$ cat config.mk
export PLATFORM = sky130hd
export DESIGN_NAME = mem_access_stage
export DESIGN_NICKNAME = d
export VERILOG_FILES = /design/src/rtl/mem_access_stage.sv
export SDC_FILE = /design/constraint.sdc
export NUM_CORES = 1
export LEC_CHECK = 0
export CAP_MARGIN = 0
export CORE_MARGIN = 2
export CORE_UTILIZATION = 40
export CTS_BUF_LIST = sky130_fd_sc_hd__clkbuf_8
export DETAILED_ROUTE_END_ITERATION = 7
export GPL_TIMING_DRIVEN = 0
export PLACE_DENSITY = 0.8
export SETUP_SLACK_MARGIN = 0.1
export SKIP_CTS_REPAIR_TIMING = 1
export SLEW_MARGIN = 25
export SYNTH_ARGS = -nofsm -noshare
export SYNTH_HDL_FRONTEND = slang
export SYNTH_SLANG_ARGS = --single-unit
$ cat constraint.sdc
create_clock -name clk -period 5.1 [get_ports clk]
set_clock_uncertainty 0.05 [all_clocks]
set_input_delay 0.765 -clock clk [delete_from_list [all_inputs] [get_ports clk]]
set_output_delay 0.765 -clock clk [all_outputs]
set_load 0.01 [all_outputs]
$ cat src/rtl/mem_access_stage.sv
// MEM pipeline stage: forwards ALU results to writeback, or runs one lw/sw
// request/ready transaction on the data-memory port with misalignment and timeout detection.
module mem_access_stage #(
  parameter int MEM_TIMEOUT = 16
) (
  input  logic        clk,
  input  logic        rst_n,
  input  logic        ex_valid,
  output logic        ex_ready,
  input  logic [31:0] ex_alu_result,
  input  logic [31:0] ex_store_data,
  input  logic [4:0]  ex_rd,
  input  logic        ex_reg_write,
  input  logic        ex_lw,
  input  logic        ex_sw,
  output logic        dmem_req,
  output logic        dmem_we,
  output logic [31:0] dmem_addr,
  output logic [31:0] dmem_wdata,
  input  logic [31:0] dmem_rdata,
  input  logic        dmem_ready,
  output logic        wb_valid,
  output logic [31:0] wb_result,
  output logic [4:0]  wb_rd,
  output logic        wb_reg_write,
  output logic        misalign_err,
  output logic        bus_err
);

  typedef enum logic {
    IDLE   = 1'b0,
    ACCESS = 1'b1
  } state_t;

  localparam logic [7:0] TIMEOUT_LAST = 8'(MEM_TIMEOUT - 1);

  state_t      state_q, state_d;
  logic [7:0]  cnt_q, cnt_d;
  logic [31:0] addr_q, addr_d;
  logic [31:0] wdata_q, wdata_d;
  logic [4:0]  rd_q, rd_d;
  logic        rw_q, rw_d;
  logic        req_q, req_d;
  logic        we_q, we_d;
  logic        wb_valid_q, wb_valid_d;
  logic [31:0] wb_result_q, wb_result_d;
  logic [4:0]  wb_rd_q, wb_rd_d;
  logic        wb_rw_q, wb_rw_d;
  logic        misalign_q, misalign_d;
  logic        bus_err_q, bus_err_d;

  logic is_mem;
  logic misaligned;
  logic timeout_hit;

  assign is_mem      = ex_lw | ex_sw;
  assign misaligned  = ex_alu_result[1:0] != 2'b00;
  // The counter only advances on cycles without dmem_ready, so ready always beats the timeout.
  assign timeout_hit = (state_q == ACCESS) && !dmem_ready && (cnt_q == TIMEOUT_LAST);

  always_ff @(posedge clk or negedge rst_n) begin
    if (!rst_n) begin
      state_q <= IDLE;
    end else begin
      state_q <= state_d;
    end
  end

  always_comb begin
    state_d = state_q;
    case (state_q)
      IDLE: begin
        if (ex_valid && is_mem && !misaligned) begin
          state_d = ACCESS;
        end
      end
      ACCESS: begin
        if (dmem_ready || timeout_hit) begin
          state_d = IDLE;
        end
      end
      default: state_d = IDLE;
    endcase
  end

  always_comb begin
    cnt_d       = 8'd0;
    addr_d      = addr_q;
    wdata_d     = wdata_q;
    rd_d        = rd_q;
    rw_d        = rw_q;
    req_d       = 1'b0;
    we_d        = we_q;
    wb_valid_d  = 1'b0;
    wb_result_d = wb_result_q;
    wb_rd_d     = wb_rd_q;
    wb_rw_d     = wb_rw_q;
    misalign_d  = 1'b0;
    bus_err_d   = 1'b0;
    case (state_q)
      IDLE: begin
        if (ex_valid) begin
          if (!is_mem) begin
            wb_valid_d  = 1'b1;
            wb_result_d = ex_alu_result;
            wb_rd_d     = ex_rd;
            wb_rw_d     = ex_reg_write;
          end else if (misaligned) begin
            wb_valid_d  = 1'b1;
            wb_result_d = ex_alu_result;
            wb_rd_d     = ex_rd;
            wb_rw_d     = 1'b0;
            misalign_d  = 1'b1;
          end else begin
            addr_d  = {ex_alu_result[31:2], 2'b00};
            wdata_d = ex_store_data;
            rd_d    = ex_rd;
            rw_d    = ex_reg_write;
            req_d   = 1'b1;
            // lw takes priority when both op bits are set.
            we_d    = ~ex_lw;
          end
        end
      end
      ACCESS: begin
        if (dmem_ready) begin
          wb_valid_d = 1'b1;
          wb_rd_d    = rd_q;
          if (!we_q) begin
            wb_result_d = dmem_rdata;
            wb_rw_d     = rw_q;
          end else begin
            wb_result_d = addr_q;
            wb_rw_d     = 1'b0;
          end
        end else if (timeout_hit) begin
          wb_valid_d = 1'b1;
          wb_rd_d    = rd_q;
          wb_rw_d    = 1'b0;
          bus_err_d  = 1'b1;
        end else begin
          req_d = 1'b1;
          cnt_d = cnt_q + 8'd1;
        end
      end
      default: ;
    endcase
  end

  always_ff @(posedge clk or negedge rst_n) begin
    if (!rst_n) begin
      cnt_q       <= 8'd0;
      addr_q      <= 32'd0;
      wdata_q     <= 32'd0;
      rd_q        <= 5'd0;
      rw_q        <= 1'b0;
      req_q       <= 1'b0;
      we_q        <= 1'b0;
      wb_valid_q  <= 1'b0;
      wb_result_q <= 32'd0;
      wb_rd_q     <= 5'd0;
      wb_rw_q     <= 1'b0;
      misalign_q  <= 1'b0;
      bus_err_q   <= 1'b0;
    end else begin
      cnt_q       <= cnt_d;
      addr_q      <= addr_d;
      wdata_q     <= wdata_d;
      rd_q        <= rd_d;
      rw_q        <= rw_d;
      req_q       <= req_d;
      we_q        <= we_d;
      wb_valid_q  <= wb_valid_d;
      wb_result_q <= wb_result_d;
      wb_rd_q     <= wb_rd_d;
      wb_rw_q     <= wb_rw_d;
      misalign_q  <= misalign_d;
      bus_err_q   <= bus_err_d;
    end
  end

  assign ex_ready     = (state_q == IDLE);
  assign dmem_req     = req_q;
  assign dmem_we      = we_q;
  assign dmem_addr    = addr_q;
  assign dmem_wdata   = wdata_q;
  assign wb_valid     = wb_valid_q;
  assign wb_result    = wb_result_q;
  assign wb_rd        = wb_rd_q;
  assign wb_reg_write = wb_rw_q;
  assign misalign_err = misalign_q;
  assign bus_err      = bus_err_q;

endmodule

* Yosys cells after proc, flatten, opt, wreduce, memory -nomap -nowiden
Index checks and enable logic that the tools add are counted.
Storage, ports and cells: bits in registers 120, bits in writable memories 0, word-level logic and storage cells 77, input port bits 108, latch bits 0, bits in read-only memories 0, memories 0
Cells by class: bitwise gates (word level) 4, shift-type cells 0, equal/unequal tests 5, multiplexer cells 42, reduce and logical (&&, ||, !) cells 11, add/subtract/negate cells 1, order comparisons 0, $mul 0, divide/modulo/power cells 0
Operators by type and width (number):
- 32-bit 2-to-1 mux | 5
- 32-bit one-hot mux with 2 select lines | 1
- 5-bit 2-to-1 mux | 5
- 8-bit 2-to-1 mux | 3
- 1-bit 2-to-1 mux | 23
- 5-bit one-hot mux with 2 select lines | 1
- 8-bit by 1-bit adder with 8-bit output (second input constant) | 1
- 8-bit by 4-bit equality test with 1-bit output (second input constant) | 1
- 1-bit one-hot mux with 2 select lines | 4
- 3-bit by 2-bit inequality test with 1-bit output (second input constant) | 2
- 3-bit AND reduction | 2
- 1-bit logical AND | 4
- 2-bit inequality test (second input constant) | 2
- 4-bit AND reduction | 1
- 1-bit inverter | 3
- 1-bit zero test | 2
- 2-bit nonzero test | 1
- 1-bit logical OR | 1
- 1-bit OR | 1

* Logic depth before layout (Yosys ltp)
Gate-level depths: netlist of run 1.
depth in word-level cells 6, mapped depth 6, mapped depth without buffers 5

* Worst setup path after synthesis of run 1
OpenSTA, ideal clock, no wires.
path kind input to register, start input port ex_alu_result[1], end register wb_result_q[0] (netlist: wb_result[0]), buffers on the path 1, arrival 1.775 ns, cell stages on the path 4, slack 3.150 ns, setup time 0.125 ns, cells stage by stage o31ai_4 -> o21a_1 -> buf_4 -> mux2_2
On the way: cells in the longest elaborated chain, start to end 3
Ends and longest elaborated chain:
- from (decl) | RTL line 10 | input logic [31:0] ex_alu_result,
- 2-bit nonzero test | RTL line 57 | assign misaligned = ex_alu_result[1:0] != 2'b00;
- 3-bit by 2-bit inequality test with 1-bit output (no line)
- 3-bit AND reduction (no line)
- to (signal assigned) | RTL line 174 | wb_result_q <= wb_result_d;
- to (decl) | RTL line 46 | logic [31:0] wb_result_q, wb_result_d;
Every way passes these cells. A chain may end at the register's enable or synchronous reset.

* Final worst setup path of run 1
start register state_q, end output port ex_ready
On the way: cells in the longest elaborated chain, start to end 1
Ends and longest elaborated chain:
- from (decl) | RTL line 37 | state_t state_q, state_d;
- from (signal assigned) | RTL line 65 | state_q <= state_d;
- 1-bit inverter (no line)
- to (decl) | RTL line 9 | output logic ex_ready,
Every way passes these cells.

==> run_results.csv, run 1 <==
group,metric,value,unit
synth,largest_family_of_logic_cells_by_synthesized_area,"multiplexers",
setup_path,worstPathArrival,1.64,ns
synth,synth_xor_xnor_area_share,0.830,%
synth,postSynth.asyncResetShare,100,%
power_and_ir_drop,seq_power_share,40.2,%
global_route,overflow_left_after_global_routing,0,
synth,synth-edff-count,0,
synth,synthesis.area,5280,sq um
detailed_routing,antenna_violating_nets_post_route,0,
cells_and_area,drive_gt1_share,24.7,%
setup_path,crit_fanout,9,
clocking,clk-insertion-delay-late,0.44,ns
die,die_area,14100,sq um
cells_and_area,syn_to_final_growth,53.4,%
cells_and_area,num-nets-final,736,
timing,worst_max_slew_pin_slew,0.555,ns
die,floorplan.initialDensity,41.5,%
setup_path,crit_path_cell_trace,"buf_6 -> inv_2 -> clkdlybuf4s50_1",
clocking,clk_path_buf_depth,2,
placed_design,post-place-cells,780,
synth,synth.avg_cell_area,13.4,sq um
timing,max_freq,407,MHz
setup_path,startpoint_type,"flop",
power_and_ir_drop,combPwrFrac,29.8,%
setup_path,cp_slowest_stage_delay,0.59,ns
synth,yosys.area.top_type,"dfrtp_1",
die,coreArea,12700,sq um
power_and_ir_drop,p_per_area,385,nW/um^2
synth,yosys.area.top_type_share,56.9,%
synth,ys.flop_type,"dfrtp_1",
synth,postSynthRegisterBits,120,
die,die_w,119,microns
synth,yosysWarningCount,0,
timing,grt_setup_unrepaired,"no",
clocking,clock_sink_count,120,
job,maxCapViolCount,0,
clocking,clk_transition_reported_paths,0.06,ns
power_and_ir_drop,power.leakage,0.00341,uW
detailed_routing,detail_route.wl_per_cell,17.0,microns
global_route,via_count_of_the_first_global_routing_pass,4297,
die,die_y,119,microns
detailed_routing,drt_pass1_iterations,4,
detailed_routing,drt-total-wl,13800,microns
clocking,cts_inserted_buffers,17,
power_and_ir_drop,clkPwrFrac,29.9,%
synth,cell_count_after_synthesis,393,
timing,final-hold-violation-count,0,
setup_path,cp-end-kind,"output pin",
placed_design,place.detailed.hpwl,10300,microns
synth,synth_sequential_area_ratio,56.9,%
global_route,grt_antenna_before_repair,0,
timing,period_share,48.2,%
setup_path,critPathRequiredTime,4.28,ns
clocking,cts_root_buffer,"clkbuf_8",
timing,layout_min_cycle_time,2.46,ns
outcome,result_of_the_run,"finished clean",
clocking,cts-htree-levels,4,
placed_design,gp_congestion,0.786,
die,io_pins,216,
synth,multiplexer_fraction_of_the_synthesized_cell_area,29.4,%
synth,synthSimpleGateAreaFrac,4.91,%
synth,synth_area_leaders,"dfrtp_1, mux2_2, mux2i_1",
detailed_routing,drt-initial-drc-count,170,
global_route,largest_net_degree_at_the_start_of_global_routing,68,
timing,fin_hold_ws,0.212,ns
timing,setup_total_negative_slack,0,ns
synth,number_of_distinct_standard_cells_referenced_by_the_synthesized_netlist,33,
synth,synth_compound_gate_area_share,5.03,%
placed_design,dp_slack,2.31,ns
clocking,cts_tree,"done",
min_path,timing.hold.worst.class,"input port to async pin",
timing,finalWorstSetupSlack,2.64,ns
timing,setup_viol,0,
global_route,grt_first_pass_wirelength,22300,microns
detailed_routing,post_drt_via_cell_ratio,4.85,
cells_and_area,antenna_cells,0,
power_and_ir_drop,ir_worst_vdd,249,uV
placed_design,buffer_ports.inserted,213,
global_route,grt.total_usage,20.4,%
detailed_routing,drc,0,
setup_path,cpMaxStageDelayCell,"clkdlybuf4s50_1",
power_and_ir_drop,switching_share,27.0,%
detailed_routing,vias,3939,
setup_path,crit_type,"flop to output pin",
timing,max_slew_violation_count,0,
synth,synthAdderAreaFrac,0.237,%
timing,slew-limit-headroom,63.0,%
cells_and_area,final-instance-count-excl-fill,812,
power_and_ir_drop,switching_power,842,uW
power_and_ir_drop,internal_power,2270,uW
die,fp_rows,41,
metal layers:
layer / vias to the layer above / GRT usage [%] / wire [microns]
met2: 146 / 33.5 / 6840
met1: 1926 / 23.2 / 5480
met5: - / 0 / 0
met4: 0 / 8.85 / 333
met3: 26 / 8.86 / 1170
li1: 1841 / - / -
final cells by class:
cell class / instances / area, sq um
Fill cell: 1039 / 4630
Sequential cell: 120 / 3000
Clock buffer: 19 / 262
Multi-Input combinational cell: 248 / 2140
Inverter: 2 / 7.51
Timing Repair Buffer: 214 / 2160
Buffer: 24 / 130
Tap cell: 172 / 215
Clock inverter: 13 / 176
registers in the layout, summed over array words and instances (netlist names):
name / count
dmem_req: 1
rd_q: 5
dmem_addr: 30
wb_result: 32
dmem_we: 1
state_q: 1
rw_q: 1
wb_valid: 1
bus_err: 1
misalign_err: 1
cnt_q: 8
wb_rd: 5
dmem_wdata: 32
wb_reg_write: 1
synth_stat cells (2+ instances only):
cell,number
mux2_1,12
dfrtp_1,120
buf_4,5
nand3_1,3
o21ai_0,3
clkbuf_1,7
a21oi_1,31
buf_2,11
nor2_1,39
a22o_1,2
mux2_2,99
xnor2_1,3
xor2_1,2
mux2i_1,30
nand2_1,8
worst paths after layout:
check | start | endpoint | slack [ns] | cells past startpoint
worst min-delay path | rst_n | dmem_wdata[31] | 0.21 | 1
max in group asynchronous | rst_n | wb_result[27] | 4.08 | 2
worst min register to register | cnt_q[0] | cnt_q[0] | 0.41 | 1
min in group clk | cnt_q[0] | cnt_q[0] | 0.41 | 1
worst max-delay path | state_q | ex_ready | 2.64 | 3
worst max register to register | cnt_q[0] | wb_reg_write | 3.23 | 5
power groups by stage:
stage,clock (uW),sequential (uW),combinational (uW)
6_report,932,1250,930
5_1_grt,999,1280,993
4_1_cts,959,1250,944
3_5_place_dp,0,1270,940
3_3_place_gp,0,1260,920
2_1_floorplan,0,1340,301
per-stage QoR:
stage                     utilization, %  cell area, sq um  total power (uW)
after floorplan                        -              5280              1640
after global placement              59.9              7630              2180
after detailed placement            60.2              7650              2210
after CTS                           63.6              8090              3160
after global routing                63.6              8090              3270
final                               63.6              8090              3120
critical path: cells and delay by family (launching register included):
family | cells | cell delay (ns)
flip-flops | 1 | 0.37
buffers and inverters | 3 | 0.84
layout by cell type (no fill, tap or decap), drive strengths merged, types with 2 or more instances in the layout:
| cell type | n |
|---|---|
| a21oi | 31 |
| a22o | 2 |
| buf | 19 |
| bufinv | 4 |
| clkbuf | 26 |
| clkdlybuf4s50 | 212 |
| clkinv | 6 |
| clkinvlp | 3 |
| conb | 2 |
| dfrtp | 120 |
| inv | 2 |
| mux2 | 111 |
| mux2i | 30 |
| nand2 | 8 |
| nand3 | 3 |
| nor2 | 40 |
| o21ai | 3 |
| xnor2 | 3 |
| xor2 | 2 |
cells by family after synthesis:
group	count (synthesis)
adder cells (fa/ha/maj)	1
AND/OR/NAND/NOR	58
flip-flops	120
other	1
AO/OA/AOI/OAI	41
buffers and inverters	26
XOR/XNOR	5
multiplexers	141
Note: power is estimated with default switching activity, not from simulation.
==> run 2: changes to the inputs <==
PLACE_DENSITY = 0.83   (was 0.8)
clock period = 2.1 ns   (was 5.1 ns; I/O delays follow)
==> run_results.csv, run 2 (synthesized netlist as in run 1, its figures left out) <==
group,metric,value,unit
outcome,result_of_the_run,"finished clean",
die,die_y,119,microns
setup_path,critPathRequiredTime,2.37,ns
cells_and_area,layout.cells.most_common_list,"clkdlybuf4s50_1, dfrtp_1, mux2_2, nor2_1, a21oi_1",
die,io_pins,216,
die,die_w,119,microns
clocking,cts_inserted_buffers,17,
die,die_area,14100,sq um
power_and_ir_drop,power.leakage,0.00340,uW
power_and_ir_drop,clkPwrFrac,27.0,%
setup_path,rr_endpoint,"wb_rd[4]",
timing,setup_total_negative_slack,0,ns
timing,final-hold-violation-count,0,
power_and_ir_drop,ir_worst_vdd,541,uV
cells_and_area,layout_commonest_cell,"clkdlybuf4s50_1",
placed_design,gp_congestion,0.775,
power_and_ir_drop,p_per_area,904,nW/um^2
timing,setup_viol,0,
cells_and_area,final_core_util,63.3,%
setup_path,ff2ff_setup_slack,0.21,ns
timing,grt_setup_unrepaired,"no",
setup_path,worstPathArrival,2.15,ns
die,fp_rows,41,
detailed_routing,detail_route.wl_per_cell,17.0,microns
timing,max_slew_violation_count,0,
die,coreArea,12700,sq um
clocking,cts_tree,"done",
setup_path,crit_type,"flop to flop",
cells_and_area,num-nets-final,738,
placed_design,buffer_ports.inserted,213,
global_route,grt_antenna_before_repair,0,
cells_and_area,drive_gt1_share,24.2,%
timing,fin_hold_ws,0.326,ns
global_route,grt.total_usage,20.4,%
detailed_routing,drt-total-wl,13900,microns
job,maxCapViolCount,0,
power_and_ir_drop,switching_share,27.6,%
detailed_routing,drt-initial-drc-count,122,
setup_path,timing.rr.start,"cnt_q[0]",
clocking,clock_sink_count,120,
setup_path,worst_r2r_path_depth,5,
global_route,overflow_left_after_global_routing,0,
detailed_routing,antenna_violating_nets_post_route,0,
clocking,clk_path_buf_depth,2,
timing,worst_max_slew_pin_slew,0.560,ns
power_and_ir_drop,switching_power,2010,uW
detailed_routing,drt_pass1_iterations,4,
clocking,cts_root_buffer,"clkbuf_8",
power_and_ir_drop,internal_power,5270,uW
clocking,clk-insertion-delay-late,0.44,ns
timing,finalWorstSetupSlack,0.215,ns
cells_and_area,syn_to_final_growth,52.6,%
placed_design,dp_slack,-0.171,ns
power_and_ir_drop,combPwrFrac,31.0,%
clocking,cts-htree-levels,4,
global_route,via_count_of_the_first_global_routing_pass,4385,
min_path,timing.hold.worst.class,"input port to async pin",
global_route,grt_first_pass_wirelength,22500,microns
die,floorplan.initialDensity,41.5,%
cells_and_area,antenna_cells,0,
power_and_ir_drop,finalPower,7280,uW
power_and_ir_drop,seq_power_share,41.9,%
timing,max_freq,530,MHz
global_route,largest_net_degree_at_the_start_of_global_routing,66,
setup_path,startpoint_type,"flop",
detailed_routing,vias,3997,
detailed_routing,post_drt_via_cell_ratio,4.92,
timing,period_share,89.8,%
clocking,clk_transition_reported_paths,0.07,ns
timing,layout_min_cycle_time,1.89,ns
setup_path,crit_fanout,8,
setup_path,cp-end-kind,"flop",
timing,slew-limit-headroom,62.7,%
detailed_routing,drc,0,
placed_design,place.detailed.hpwl,10500,microns
run 2: power by group through the flow:
stage / sequential (uW) / combinational (uW) / clock (uW)
detailed placement: 3090 / 2280 / 0
finish: 3050 / 2260 / 1970
CTS: 3050 / 2290 / 2030
global route: 3110 / 2410 / 2130
global placement: 3060 / 2230 / 0
floorplan: 3260 / 731 / 0
run 2: metal layers:
| metal | wire [microns] | up-vias | GRT usage [%] |
|---|---|---|---|
| li1 | - | 1849 | - |
| met1 | 5430 | 1940 | 23.6 |
| met4 | 348 | 0 | 9.15 |
| met5 | 0 | - | 0 |
| met2 | 6870 | 177 | 33.4 |
| met3 | 1210 | 31 | 8.00 |
run 2: worst max-delay path by stage:
| stage | slack [ns] | startpoint | depth (start not counted) | to |
|---|---|---|---|---|
| 2_1_floorplan | 0.42 | cnt_q[0] | 5 | wb_rd[0] |
| 3_3_place_gp | -3.91 | rst_n | 1 | dmem_wdata[24] |
| 3_5_place_dp | -0.17 | ex_lw | 6 | wb_result[21] |
| 4_1_cts | 0.07 | state_q | 3 | ex_ready |
| 5_1_grt | 0.11 | cnt_q[0] | 5 | wb_rd[4] |
| 6_report | 0.21 | cnt_q[0] | 5 | wb_rd[4] |
run 2: per-stage QoR:
| step | instance area [sq um] | cells |
|---|---|---|
| 2_1_floorplan | 5280 | 394 |
| 3_3_place_gp | 7630 | 779 |
| 3_5_place_dp | 7660 | 780 |
| 4_1_cts | 8030 | 811 |
| 5_1_grt | 8050 | 813 |
| 6_report | 8050 | 813 |
run 2: area by class of cell:
class                           instances  area [sq um]
Fill cell                            1020          4670
Sequential cell                       120          3000
Timing Repair Buffer                  216          2180
Multi-Input combinational cell        248          2140
Clock buffer                           19           262
Tap cell                              172           215
Buffer                                 24           130
Clock inverter                         12           111
Inverter                                2          7.51
run 2: critical path: stages, from the launching register on:
cell	delay, ns
dfrtp_1	0.38
ha_1	0.19
and3_1	0.27
a21o_4	0.19
a21boi_4	0.31
mux2_2	0.37
==> run 3: changes to the inputs <==
CAP_MARGIN = unset   (was 0)
==> results of run 3 <==
Final layout, timing and power as in run 2 (identical DEF).
